<file path="src/rtl/alu_pkg.sv">
// Shared ALU-64 definitions: iteration counter width, FSM state encoding and
// direction constants.
package alu_pkg;

  localparam int ITER_W = 6;

  typedef enum logic [1:0] {
    ITER_IDLE = 2'd0,
    ITER_RUN  = 2'd1,
    ITER_DONE = 2'd2
  } iter_state_e;

  localparam logic DIR_UP = 1'b0;
  localparam logic DIR_DN = 1'b1;

endpackage

</file>
<file path="src/rtl/iter_counter_if.sv">
// Control-unit <-> iteration-counter bundle. The master is the ALU control FSM,
// the slave is iter_counter.
interface iter_counter_if #(
  parameter int WIDTH = alu_pkg::ITER_W
);
  logic             start;
  logic             step;
  logic             abort;
  logic             dir;
  logic [WIDTH-1:0] start_val;
  logic [WIDTH-1:0] term_val;
  logic [WIDTH-1:0] count;
  logic             at_term;
  logic             busy;
  logic             done;

  modport master (
    output start, step, abort, dir, start_val, term_val,
    input  count, at_term, busy, done
  );

  modport slave (
    input  start, step, abort, dir, start_val, term_val,
    output count, at_term, busy, done
  );
endinterface

</file>
<file path="src/rtl/iter_counter.sv">
// Programmable up/down iteration counter with start/busy/done handshake and
// abort, sequencing multi-cycle shift-add multiply and restoring divide.
module iter_counter
  import alu_pkg::*;
#(
  parameter int               WIDTH     = ITER_W,
  parameter logic [WIDTH-1:0] RESET_VAL = '0
) (
  input  logic                clk,
  input  logic                rst_b,
  iter_counter_if.slave       bus
);

  localparam logic [WIDTH-1:0] ONE = {{(WIDTH-1){1'b0}}, 1'b1};

  iter_state_e      state_q, state_d;
  logic [WIDTH-1:0] count_q, count_d;
  logic [WIDTH-1:0] term_q, term_d;
  logic             dir_q, dir_d;
  logic [WIDTH-1:0] count_step;

  // Modular +/-1: wrap falls out of the fixed register width.
  assign count_step = (dir_q == DIR_DN) ? (count_q - ONE) : (count_q + ONE);

  always_comb begin
    state_d = state_q;
    count_d = count_q;
    term_d  = term_q;
    dir_d   = dir_q;
    if (bus.start) begin
      count_d = bus.start_val;
      term_d  = bus.term_val;
      dir_d   = bus.dir;
      state_d = (bus.start_val == bus.term_val) ? ITER_DONE : ITER_RUN;
    end else begin
      case (state_q)
        ITER_RUN: begin
          if (bus.abort) begin
            state_d = ITER_IDLE;
          end else if (bus.step) begin
            count_d = count_step;
            if (count_step == term_q) begin
              state_d = ITER_DONE;
            end
          end
        end
        ITER_DONE: state_d = ITER_IDLE;
        ITER_IDLE: state_d = ITER_IDLE;
        default:   state_d = ITER_IDLE;
      endcase
    end
  end

  always_ff @(posedge clk) begin
    if (!rst_b) begin
      state_q <= ITER_IDLE;
      count_q <= RESET_VAL;
      term_q  <= '0;
      dir_q   <= DIR_UP;
    end else begin
      state_q <= state_d;
      count_q <= count_d;
      term_q  <= term_d;
      dir_q   <= dir_d;
    end
  end

  assign bus.count   = count_q;
  assign bus.busy    = (state_q == ITER_RUN);
  assign bus.done    = (state_q == ITER_DONE);
  assign bus.at_term = (count_q == term_q);

endmodule
</file>
<file path="src/flat_wrapper.sv">
// flat-port wrapper written by rule: the top's interface ports become plain ports
module iter_counter_flat import alu_pkg::*;
#(
  parameter int               WIDTH     = ITER_W,
  parameter logic [WIDTH-1:0] RESET_VAL = '0
)
  (clk, rst_b, bus_start, bus_step, bus_abort, bus_dir, bus_start_val, bus_term_val, bus_count, bus_at_term, bus_busy, bus_done);
  iter_counter_if #(.WIDTH(WIDTH)) bus_i ();
  input  logic clk;
  input  logic rst_b;
  input wire logic [$bits(bus_i.start)-1:0] bus_start;
  input wire logic [$bits(bus_i.step)-1:0] bus_step;
  input wire logic [$bits(bus_i.abort)-1:0] bus_abort;
  input wire logic [$bits(bus_i.dir)-1:0] bus_dir;
  input wire logic [$bits(bus_i.start_val)-1:0] bus_start_val;
  input wire logic [$bits(bus_i.term_val)-1:0] bus_term_val;
  output wire logic [$bits(bus_i.count)-1:0] bus_count;
  output wire logic [$bits(bus_i.at_term)-1:0] bus_at_term;
  output wire logic [$bits(bus_i.busy)-1:0] bus_busy;
  output wire logic [$bits(bus_i.done)-1:0] bus_done;
  assign bus_i.start = bus_start;
  assign bus_i.step = bus_step;
  assign bus_i.abort = bus_abort;
  assign bus_i.dir = bus_dir;
  assign bus_i.start_val = bus_start_val;
  assign bus_i.term_val = bus_term_val;
  assign bus_count = bus_i.count;
  assign bus_at_term = bus_i.at_term;
  assign bus_busy = bus_i.busy;
  assign bus_done = bus_i.done;
  iter_counter #(.WIDTH(WIDTH), .RESET_VAL(RESET_VAL)) u_core (.clk(clk), .rst_b(rst_b), .bus(bus_i));
endmodule
</file>
<file path="config.mk">
export PLATFORM = sky130hd
export DESIGN_NAME = iter_counter_flat
export DESIGN_NICKNAME = d
export VERILOG_FILES = /design/src/rtl/alu_pkg.sv /design/src/rtl/iter_counter_if.sv /design/src/rtl/iter_counter.sv /design/src/flat_wrapper.sv
export SDC_FILE = /design/constraint.sdc
export NUM_CORES = 1
export LEC_CHECK = 0
export BUFFER_PORTS_ARGS = -buffer_cell sky130_fd_sc_hd__buf_2
export CAP_MARGIN = 10
export CORE_UTILIZATION = 40
export CTS_CLUSTER_SIZE = 25
export DETAILED_ROUTE_END_ITERATION = 8
export PLACE_DENSITY = 0.62
export SYNTH_ARGS = -nofsm -noshare
export SYNTH_HDL_FRONTEND = slang
export SYNTH_SLANG_ARGS = --single-unit
</file>
<file path="constraint.sdc">
create_clock -name clk -period 2.35 [get_ports clk]
set_clock_uncertainty 0.05 [all_clocks]
set_input_delay 0.1175 -clock clk [delete_from_list [all_inputs] [get_ports clk]]
set_output_delay 0.1175 -clock clk [all_outputs]
set_load 0.01 [all_outputs]
</file>
==> out/metrics.cfg <==
[route]
wire_per_inst_um=13.2
drcViolationCount=0
drt_first_pass_iters=4
dr_total_vias=900
drt_wl_total_mm=2.26
drt_iter0_markers=9
viasPerCell=5.26
detail-route-antenna-nets=0

[place]
place_congestion=0.866
post-place-ws_ps=103
hpwl_mm=1.83
port_buffers=26

[die]
dieArea_mm2=0.00281
ios=27
core_mm2=0.00248
initial_core_util_pct=42.1
rows=18
die_y_um=53.0
fp.dieW_um=53.0

[timing]
min_period_ps=2210
fin_tns_setup_ps=0
max_clock_freq_mhz=453
rsz0062_at_grt=no
setup_viol=0
worst_slack_ps=144
drv_slew=0
finalCritPeriodShare_pct=93.9
tightest_slew_ps=391
slew_headroom_pct=73.9
hold_viol_final=0

[setup_path]
path_cells=fa_1, xnor2_1, xnor2_1, nor4_1, mux2i_1, o41a_1
r2r_setup_slack_ps=140
critical_path_class=reg -> reg
required_ps=2480
r2r-start=u_core.bus.count[0]$_SDFFE_PN0P_
rr_endpoint=u_core.state_q[0]$_SDFFE_PN0P_
cp_slowest_cell=fa_1
cp-end-kind=flip-flop
startpoint=u_core.bus.count[0]$_SDFFE_PN0P_
critPathLaunchType=flip-flop
r2r_cells=6
crit_top_cell=xnor2_1
worst_ep_arrival_time_ps=2340
crit_fanout=5
cp_slowest_stage_delay_ps=480

[power_and_ir_drop]
pwr_density_cell_mw_per_mm2=502
ir_drop_v=0.000301
power.leakage_nw=0.595

[grt]
track_usage_pct=19.1
grt_overflow_total=0
grt_pass1_wl_mm=3.73
grt_max_degree=19
grt_pass1_vias=876
antenna_found_initial=0

[synth]
ys_top_cells_by_count=dfxtp_1, nand2_1, nor2b_1, xnor2_1, xor2_1
synth_edf_count=0
synth_area_leaders=dfxtp_1, mux2i_1, xnor2_1, xor2_1, nor2b_1
async_flop_share_pct=0
synth_warnings=0
ys_ff_latch=15
synth_area_leader_cell=dfxtp_1
syn-instance-count=114
synthFlopType=dfxtp_1
synth.avg_cell_area_um2=9.14
post_synth_num_cell_types=34
synth_top_area_share_pct=28.8
synth_nets=137
yosysMostFrequentCell=dfxtp_1
seq_area_frac_synth_pct=28.8
syn_area_mm2=0.00104

[cts]
clockRootBuffer=clkbuf_4
clk_pin_slew_ps=100
post_cts_buffers=0
clock_latency_ps=290
cts_resized=0
numCtsBuffers=3
cts_max_level=1
cts_tree=built
clkSinkCount=15
cts_hold_buf=0
cts.path.max_buffers=2

[worst_hold_path]
whs_endpoint=u_core.dir_q$_SDFFE_PN0P_
holdPathStages=3
min_from=bus_dir
hold_path.class=in -> reg

[status]
status=finished clean

[final_layout]
fin_nets=165
antenna_cells=0
area_growth_pct=18.0
drive_gt1_share_pct=23.4

[flow_run]
max_cap_violations=0

per-stage QoR:
stage	instances	total power (W)	utilization (%)	instance area, um^2	hold WS [ps]
final	171	0.000617	49.6	1230	43.9
after global routing	171	0.000660	49.6	1230	47.4
after CTS	171	0.000626	49.6	1230	38.0
after detailed placement	167	0.000471	48.5	1200	354
after global placement	167	0.000468	48.5	1200	339
after floorplan	114	0.000416	-	1040	196
flip-flops by register name (all words and copies together) (netlist names):
signal	cells
u_core.state_q	2
u_core.dir_q	1
u_core.bus.count	6
u_core.term_q	6
cells by family after synthesis:
logic type,Yosys count,synth area share (%)
AOI/OAI and AO/OA,21,13.3
muxes,9,8.64
xor gates and xnor gates,21,19.0
DFF,15,28.8
buffers and inverters,5,1.92
adders and majority gates,5,6.72
and+or+nand+nor,38,21.6
worst max-delay path, delay by kind of cell (launching register included):
kind                     cells  cell delay, ps
AO/OA/AOI/OAI                1             410
XOR/XNOR                     2             360
adder cells (fa/ha/maj)      1             480
flip-flops                   1             380
multiplexers                 1             130
AND/OR/NAND/NOR              1             280
layer usage:
| metal | wire [um] | up-vias | track usage, % |
|---|---|---|---|
| met2 | 1110 | 27 | 34.6 |
| met4 | 36 | 0 | 7.89 |
| li1 | - | 463 | - |
| met3 | 116 | 5 | 5.17 |
| met1 | 1000 | 405 | 20.6 |
| met5 | 0 | - | 0 |
placed cells by master, fill, tap and decap left out, drive strengths merged, types with 4 or more instances in the layout:
cell type and count:
dfxtp 15, mux2i 9, nand2 10, o21ai 5, ha 4, buf 27
xor2 10, nor2b 10, a21oi 4, xnor2 10
layout make-up:
cell class              count  area [um^2]
clock buffers               3         22.5
well taps                  30         37.5
fillers                   252         1250
flip-flops and latches     15          302
repair buffers             27          138
multi-input cells          94          722
inverters                   1         3.75
clock inverters             1         5.00
report_power, final:
part	switching, W	internal [W]	leakage, nW
sequential	0.0000200	0.000270	0.124
combinational	0.0000870	0.0000865	0.453
clock	0.0000899	0.0000634	0.0177
total	0.000197	0.000420	0.595
how the worst max path moves through the flow:
stage / slack, ps / cells after the start / end
after floorplan: 260 / 6 / u_core.state_q[0]$_SDFFE_PN0P_
after global placement: 200 / 6 / u_core.state_q[0]$_SDFFE_PN0P_
after detailed placement: 100 / 6 / u_core.state_q[0]$_SDFFE_PN0P_
after CTS: 70 / 6 / u_core.state_q[0]$_SDFFE_PN0P_
after global routing: 40 / 6 / u_core.state_q[0]$_SDFFE_PN0P_
final: 140 / 6 / u_core.state_q[0]$_SDFFE_PN0P_
Note: power is estimated with default switching activity, not from simulation.
